===== src/rtl/hit_scan_ctrl.sv =====
// Sequential bullet-vs-formation collision scanner, one grid cell per clock.
// Define HIT_SCAN_BOTTOM_FIRST_EN to scan rows from the bottom row upward.
module hit_scan_ctrl #(
    parameter int NUM_INVADERS      = 10,
    parameter int NUM_ROWS          = 3,
    parameter int OFFSET            = 100,
    parameter int INVADER_WIDTH     = 64,
    parameter int INVADER_HEIGHT    = 32,
    parameter int PROJECTILE_WIDTH  = 16,
    parameter int PROJECTILE_HEIGHT = 32
) (
    input  logic                                          clk,
    input  logic                                          rst,
    input  logic                                          scan_start,
    input  logic [11:0]                                   projectile_xpos,
    input  logic [11:0]                                   projectile_ypos,
    input  logic [NUM_INVADERS-1:0][11:0]                 invader_x_positions,
    input  logic [9:0]                                    enemy_ypos,
    input  logic                                          bullet_active,
    input  logic                                          wave_reset,
    output logic [NUM_ROWS-1:0][NUM_INVADERS-1:0]         alive,
    output logic [$clog2(NUM_ROWS*NUM_INVADERS+1)-1:0]    alive_count,
    output logic                                          all_dead,
    output logic                                          busy,
    output logic                                          scan_done,
    output logic                                          bullet_hit,
    output logic [$clog2(NUM_ROWS)-1:0]                   hit_row,
    output logic [$clog2(NUM_INVADERS)-1:0]               hit_col
);

    localparam int TOTAL = NUM_ROWS * NUM_INVADERS;
    localparam int CNTW  = $clog2(TOTAL + 1);
    localparam int RW    = $clog2(NUM_ROWS);
    localparam int CW    = $clog2(NUM_INVADERS);

`ifdef HIT_SCAN_BOTTOM_FIRST_EN
    localparam logic [RW-1:0] ROW_FIRST = RW'(NUM_ROWS - 1);
    localparam logic [RW-1:0] ROW_LAST  = '0;
`else
    localparam logic [RW-1:0] ROW_FIRST = '0;
    localparam logic [RW-1:0] ROW_LAST  = RW'(NUM_ROWS - 1);
`endif
    localparam logic [CW-1:0] COL_LAST  = CW'(NUM_INVADERS - 1);

    typedef enum logic [1:0] {
        IDLE,
        SCAN,
        DONE
    } state_t;

    state_t state;
    state_t state_d;

    logic [RW-1:0]                row;
    logic [CW-1:0]                col;
    logic [RW-1:0]                row_step;
    logic [11:0]                  px_q;
    logic [11:0]                  py_q;
    logic [NUM_INVADERS-1:0][11:0] xs_q;
    logic [9:0]                   ey_q;

    logic [12:0] px13;
    logic [12:0] py13;
    logic [12:0] xc13;
    logic [12:0] yr13;
    logic        x_ov;
    logic        y_ov;
    logic        cell_hit;
    logic        last_col;
    logic        last_cell;

    logic take;
    logic step;
    logic busy_d;
    logic done_d;
    logic hit_d;

    // Shared overlap comparator, driven by the snapshot and the cell index.
    always_comb begin
        px13 = {1'b0, px_q};
        py13 = {1'b0, py_q};
        xc13 = {1'b0, xs_q[col]};
        yr13 = 13'(ey_q) + 13'(row) * 13'(OFFSET);
        x_ov = (px13 < xc13 + 13'(INVADER_WIDTH)) &&
               (px13 + 13'(PROJECTILE_WIDTH) > xc13);
        y_ov = (py13 <= yr13 + 13'(INVADER_HEIGHT)) &&
               (py13 + 13'(PROJECTILE_HEIGHT) >= yr13);
        cell_hit  = x_ov && y_ov && alive[row][col];
        last_col  = (col == COL_LAST);
        last_cell = last_col && (row == ROW_LAST);
`ifdef HIT_SCAN_BOTTOM_FIRST_EN
        row_step  = row - 1'b1;
`else
        row_step  = row + 1'b1;
`endif
    end

    always_ff @(posedge clk or posedge rst) begin
        if (rst) state <= IDLE;
        else     state <= state_d;
    end

    always_comb begin
        state_d = state;
        unique case (state)
            IDLE:    if (scan_start && bullet_active) state_d = SCAN;
            SCAN:    if (!bullet_active || cell_hit || last_cell) state_d = DONE;
            DONE:    state_d = IDLE;
            default: state_d = IDLE;
        endcase
        if (wave_reset) state_d = IDLE;
    end

    always_comb begin
        take   = (state == IDLE) && scan_start && bullet_active && !wave_reset;
        step   = (state == SCAN) && bullet_active && !wave_reset;
        busy_d = (state_d != IDLE);
        done_d = (state == SCAN) && (state_d == DONE);
        hit_d  = done_d && step && cell_hit;
    end

    always_ff @(posedge clk or posedge rst) begin
        if (rst) begin
            busy       <= 1'b0;
            scan_done  <= 1'b0;
            bullet_hit <= 1'b0;
        end else begin
            busy       <= busy_d;
            scan_done  <= done_d;
            bullet_hit <= hit_d;
        end
    end

    always_ff @(posedge clk or posedge rst) begin
        if (rst) begin
            alive       <= '1;
            alive_count <= CNTW'(TOTAL);
            all_dead    <= 1'b0;
            hit_row     <= '0;
            hit_col     <= '0;
            row         <= '0;
            col         <= '0;
            px_q        <= '0;
            py_q        <= '0;
            xs_q        <= '0;
            ey_q        <= '0;
        end else if (wave_reset) begin
            alive       <= '1;
            alive_count <= CNTW'(TOTAL);
            all_dead    <= 1'b0;
        end else begin
            if (take) begin
                px_q <= projectile_xpos;
                py_q <= projectile_ypos;
                xs_q <= invader_x_positions;
                ey_q <= enemy_ypos;
                row  <= ROW_FIRST;
                col  <= '0;
            end
            if (step) begin
                if (cell_hit) begin
                    alive[row][col] <= 1'b0;
                    alive_count     <= alive_count - CNTW'(1);
                    all_dead        <= (alive_count == CNTW'(1));
                    hit_row         <= row;
                    hit_col         <= col;
                end else if (last_col) begin
                    // Row index stays in range after the final cell.
                    col <= '0;
                    if (!last_cell) row <= row_step;
                end else begin
                    col <= col + 1'b1;
                end
            end
        end
    end

endmodule


===== config.mk =====
export PLATFORM = sky130hd
export DESIGN_NAME = hit_scan_ctrl
export DESIGN_NICKNAME = d
export VERILOG_FILES = /design/src/rtl/hit_scan_ctrl.sv
export SDC_FILE = /design/constraint.sdc
export NUM_CORES = 1
export LEC_CHECK = 0
export BUFFER_PORTS_ARGS = -buffer_cell sky130_fd_sc_hd__buf_2
export CORE_MARGIN = 1.5
export CORE_UTILIZATION = 60
export CTS_BUF_LIST = sky130_fd_sc_hd__clkbuf_8
export CTS_CLUSTER_DIAMETER = 30
export CTS_CLUSTER_SIZE = 40
export DETAILED_ROUTE_END_ITERATION = 6
export PLACE_DENSITY = 0.9
export SLEW_MARGIN = 30
export SYNTH_ARGS = -nofsm -noshare
export SYNTH_HDL_FRONTEND = slang
export SYNTH_SLANG_ARGS = --single-unit

===== constraint.sdc =====
create_clock -name clk -period 17.1 [get_ports clk]
set_input_delay 1.71 -clock clk [delete_from_list [all_inputs] [get_ports clk]]
set_output_delay 1.71 -clock clk [all_outputs]
set_load 0.03 [all_outputs]

* After elaboration in Yosys (flattened, before gate mapping)
Index checks and enable logic that the tools add are counted.
** Cells by class
- Add/subtract/negate cells :: 8
- Multipliers :: 1
- Divide/modulo/power cells :: 0
- Order comparisons :: 8
- Equality and inequality tests :: 5
- Shift operators :: 0
- Mux-type cells :: 32
- Bitwise gates (word level) :: 3
- Reduce and logical (&&, ||, !) cells :: 27
** Operators by type and width (count)
- $mux 30 :: 3
- $bmux 12 s4 :: 1
- $and 30x30->30 :: 1
- $not 30->30 :: 1
- $bmux 10 s2 :: 1
- $demux 10 s2 :: 1
- $mux 10 :: 2
- $logic_and 1x1->1 :: 16
- $mux 2 :: 8
- $mux 4 :: 4
- $mux 5 :: 3
- $add 12x5->13 const B :: 1
- $add 12x6->13 const B :: 1
- $add 12x7->13 const B :: 1
- $ge 13x11->1 :: 1
- $gt 13x12->1 :: 1
- $lt 12x13->1 :: 1
- $add 11x6->12 const B :: 1
- $le 12x12->1 :: 1
- $mux 12 :: 1
- $add 10x9->11 :: 1
- $mul 2x5->7 const B :: 1
- $reduce_bool 2->1 :: 3
- $eq 5x1->1 const B :: 1
- 20 further kinds :: 28
** Storage, ports and cells
- Register bits after elaboration :: 207
- Latch bits :: 0
- Memory bits (writable) :: 0
- Bits in read-only memories :: 0
- Input bits :: 159
- Output and inout port bits :: 45
- Logic and storage cells :: 110
- Memories :: 0

* Depth between registers and ports, before layout
- Depth in word-level cells :: 16
- Gate-level depth with buffers :: 21
- Gate-level depth less buffers :: 18

* Least setup slack after synthesis
Ideal clock, no wire load.
- Kind :: reg2reg
- Start point :: register row[1]
- End point :: register hit_col[0]
- Library setup time :: 128 ps
- Arrival :: 4468 ps
- Data required time :: 16972 ps
- Path slack :: 12504 ps
- Stages on the path, launching flop included :: 21
- Buffers on the path :: 2
- Clock period less this slack :: 4596 ps
- Cells stage by stage :: dfrtp_1 > buf_2 > inv_1 > ha_1 > ha_1 > nand2_1 > o21ai_0 > xor2_1 > inv_1 > nor3_1 > nand3_1 > and2_1 > ha_1 > nand4_1 > or3_1 > a22oi_1 > o2111ai_2 > or2_1 > buf_6 > nor2_8 > mux2_1
** On the way
- Word-level cells in the longest chain between the ends :: 8
- Elaborated cells on any way between the ends :: 13
- Classes of those cells :: add/sub (2); mul (1); order compare (2); mux (4); reduce/logical (4)
** RTL lines
- start, declared :: RTL line 54 : logic [RW-1:0] row;
- start signal, assigned :: RTL line 170 : if (!last_cell) row <= row_step;
- $mul 2x5->7 :: RTL line 83 : yr13 = 13'(ey_q) + 13'(row) * 13'(OFFSET);
- $add 10x9->11 :: RTL line 83
- $add 11x6->12 :: RTL line 86 : y_ov = (py13 <= yr13 + 13'(INVADER_HEIGHT)) &&
- $le 12x12->1 :: RTL line 86
- $logic_and 1x1->1 :: RTL line 86
- $logic_and 1x1->1 :: RTL line 88 : cell_hit = x_ov && y_ov && alive[row][col];
- $logic_and 1x1->1 * :: RTL line 88
- $reduce_and 3->1 (no line) *
- end signal, assigned :: RTL line 166 : hit_col <= col;
- end, declared :: RTL line 28 : output logic [$clog2(NUM_INVADERS)-1:0] hit_col
Every way passes the cells marked *; elsewhere a longest branch is shown, timed or not. The select of a mux whose other input is x is not followed.
A chain may end at the register's enable or synchronous reset.

* Worst setup path in the final report
- Start point :: register row[0]
- End point :: register hit_col[3]
Same word-level chain as after synthesis.

==> results_dict.tcl <==
set metrics [dict create \
    post_cts_buffers 0 \
    grt_util_all_layers_pct 28.01 \
    syn_area_per_cell_sq_um 12.47 \
    synth_compound_area_share_pct 9.201 \
    layout_min_cycle_time_ns 5.619 \
    slew_headroom_pct 43.91 \
    cts_buffer_depth 3 \
    syn_to_final_growth_pct 19.89 \
    arrival_ns 6.03 \
    start_util_pct 60.90 \
    required_ns 17.51 \
    finalSetupTns_ns 0 \
    synth_xor_area_share_pct 1.854 \
    fin_cells 1341 \
    ant_nets 0 \
    io_pins 204 \
    nets 1294 \
    post-dp-hpwl_um 18450 \
    postLayoutCellArea_sq_mm 0.01303 \
    skew_ns 0.02457 \
    hp-class "reg2reg" \
    hold_violations 0 \
    root_buffer "clkbuf_8" \
    htreeDepth 2 \
    vias_per_cell 5.934 \
    drtIter0Drc 503 \
    critPathMostFrequentCell "ha_1" \
    vdd_drop_max_mv 0.1055 \
    synthSimpleGateAreaFrac_pct 7.543 \
    postPlaceCellArea_sq_mm 0.01199 \
    ctsHoldBuffers 0 \
    portBuffers 203 \
    dp_cells 1261 \
    end_kind "flop" \
    crit_slowest_cell "dfrtp_1" \
    die_y_um 137.6 \
    grt_pass1_wl_um 40700 \
    cts_tree "done" \
    max_stage_delay_ns 0.84 \
    p_leak_nw 5.870 \
    finalSetupViolCount 0 \
    synth.net_count 1088 \
    clkSinkCount 207 \
    critPathKind "reg2reg" \
    rows 49 \
    path_clk_slew_ns 0.06 \
    first_pass_iters 5 \
    fin_crit_sh_pct 32.86 \
    synth_edf_count 0 \
    ys.flop_type "dfrtp_1" \
    final_core_util_pct 73.01 \
    antenna_found_initial 2 \
    synth_fa_ha_area_share_pct 6.748 \
    drive_gt1_share_pct 45.05 \
    core-area_sq_mm 0.01784 \
    tightest_slew_ns 0.8382 \
    route.vias.total 7957 \
    wire_per_inst_um 19.79 \
    status "completed" \
    wl_um 26540 \
    drcViolationCount 0 \
    synth_top_family_by_area "multiplexers" \
    cap_violations 0 \
    ys_types 67 \
    rsz0062_at_grt "no" \
    grt_max_degree 137 \
    cellPowerDensity_mw_per_mm2 128.4 \
    clkLatencyLatePin_ns 0.55 \
    finalMaxSlewViolations 0 \
    synth.yosys.warnings 0 \
    synth-seq-area-share_pct 48.07 \
    ctsResizeCount 0 \
    overflow 0 \
    cts_made_buffers 43 \
    clock.fmax_mhz 178.0 \
    dieArea_sq_mm 0.01893 \
    muxShareOfSynthArea_pct 23.36 \
    die_width_um 137.6 \
    first_global_vias 8025 \
    gp_congestion 0.8749 \
    synth.ff_latch_count 207 \
    ys_async_sr_fraction_pct 100.0 \
    cp_cell_sequence "inv_1 -> ha_1 -> ha_1 -> nand2_1 -> o21ai_0 -> xor2_1 -> inv_1 -> nor3_1 -> nand3_1 -> and2_1 -> ha_1 -> nand4_1 -> or3_1 -> a22oi_1 -> o2111ai_2 -> or2_1 -> nor2_8 -> mux2_1" \
    synth_area_sq_mm 0.01087 \
    cp-start-kind "flop" \
    netlist_instances 871 \
    cp_max_fo 20 \
]
cells in the mapped netlist (4+ instances only):
| cell | count | area [sq um] |
|---|---|---|
| a221oi_1 | 6 | 52.55 |
| dfstp_2 | 34 | 893.4 |
| nor3_1 | 12 | 60.06 |
| nand2_1 | 28 | 105.1 |
| mux2i_1 | 32 | 320.3 |
| a22oi_1 | 7 | 52.55 |
| buf_6 | 6 | 67.56 |
| dfrtp_1 | 173 | 4329 |
| mux4_2 | 17 | 382.9 |
| nor2_1 | 15 | 56.30 |
| clkbuf_1 | 22 | 82.58 |
| mux2_1 | 9 | 101.4 |
| nand2b_1 | 6 | 37.54 |
| nand3_1 | 47 | 235.2 |
| ha_1 | 57 | 713.2 |
| o211ai_1 | 4 | 30.03 |
| a21o_1 | 37 | 277.8 |
| nand4_1 | 10 | 62.56 |
| buf_2 | 7 | 35.03 |
| xor2_1 | 8 | 70.07 |
| buf_4 | 4 | 30.03 |
| buf_1 | 9 | 33.78 |
| a31oi_1 | 4 | 25.02 |
| o22ai_1 | 11 | 68.82 |
| inv_1 | 26 | 97.59 |
| a211oi_1 | 5 | 37.54 |
| a21oi_1 | 23 | 115.1 |
| xnor2_1 | 15 | 131.4 |
| mux2_2 | 154 | 1734 |
| and3_1 | 7 | 43.79 |
| o21ai_0 | 16 | 80.08 |
| and2_1 | 5 | 31.28 |
| nor2b_1 | 5 | 31.28 |
stage by stage:
| stage | total power, mW | hold slack, ns | worst slack (ns) |
|---|---|---|---|
| 6_report | 1.673 | 0.4805 | 11.48 |
| 2_1_floorplan | 0.9557 | 0.4452 | 9.794 |
| 3_3_place_gp | 1.060 | 0.4660 | 11.85 |
| 3_5_place_dp | 1.076 | 0.4732 | 11.60 |
| 4_1_cts | 1.684 | 0.4851 | 11.57 |
| 5_1_grt | 1.757 | 0.5040 | 11.21 |
layout make-up:
| type | count | area, sq um |
|---|---|---|
| flip-flops and latches | 207 | 5225 |
| fillers | 1219 | 4815 |
| well taps | 229 | 286.5 |
| clock buffers | 52 | 715.7 |
| multi-input cells | 590 | 5319 |
| clock inverters | 26 | 296.5 |
| repair buffers | 209 | 1069 |
| inverters | 26 | 110.1 |
| diodes | 2 | 5.005 |
sequential cells by signal (all words and copies together) (netlist names):
register,flops
xs_q,120
py_q,12
alive_count,5
ey_q,10
bullet_hit,1
col,4
px_q,12
alive,30
state,2
row,2
hit_col,4
scan_done,1
hit_row,2
all_dead,1
busy,1
worst paths after layout:
check | start | endpoint | slack [ns] | cells past startpoint
worst max-delay path | row[0]$_DFFE_PP0N_ | hit_col[3]$_DFFE_PP0P_ | 11.48 | 18
worst min register to register | hit_col[2]$_DFFE_PP0P_ | hit_col[2]$_DFFE_PP0P_ | 0.48 | 1
worst max register to register | row[0]$_DFFE_PP0N_ | hit_col[3]$_DFFE_PP0P_ | 11.48 | 18
max in group asynchronous | rst | col[1]$_DFFE_PP0N_ | 14.65 | 3
worst min-delay path | hit_col[2]$_DFFE_PP0P_ | hit_col[2]$_DFFE_PP0P_ | 0.48 | 1
min in group asynchronous | rst | xs_q[6]$_DFFE_PP0P_ | 1.29 | 2
logic make-up after synthesis:
kind of cell,Yosys count
multiplexers,212
flip-flops,207
AND/OR/NAND/NOR,153
AO/OA/AOI/OAI,143
buffers and inverters,74
adder cells (fa/ha/maj),58
XOR/XNOR,23
other,1
cells in the final DEF (no fill, tap or decap), drive strengths merged, types with 7 or more instances in the layout:
master    netlist  routed
mux4           17      17
xnor2          15      15
dfrtp         173     173
clkinvlp        0       7
a22oi           7       7
xor2            8       8
nor2           16      16
nand2          28      28
a21oi          23      23
dfstp          34      34
inv            26      30
o22ai          11      11
clkinv          0       9
buf            26     209
nand4          10      10
nand3          47      47
a21o           37      37
nor3           13      13
o21ai          19      19
clkbuf         22      52
ha             57      57
mux2i          32      32
mux2          163     163
and3            7       7
routing by layer:
layer  vias up  part of all wire [%]  global-route usage [%]
li1       3644                     -                       -
met1      3913                    42                   35.37
met2       344                    49                   47.47
met3        54                   7.7                   7.506
met4         2                   2.0                   7.953
met5         -                 0.034                       0
where the power goes:
part | leakage [nW] | total, mW | switching (mW) | internal (mW)
clock network | 0.517 | 0.600 | 0.229 | 0.370
logic | 2.91 | 0.434 | 0.216 | 0.217
registers | 2.44 | 0.640 | 0.0608 | 0.579
total | 5.87 | 1.67 | 0.506 | 1.17
critical path, delay by kind of cell, from the launching register on:
family	cells	cell delay (ns)
xor+xnor	1	0.32
flops	1	0.84
compound gates	3	0.74
simple gates	8	1.84
fa+ha+maj	3	1.04
mux	1	0.34
buf+inv	2	0.36
Note: power is estimated with default switching activity, not from simulation.
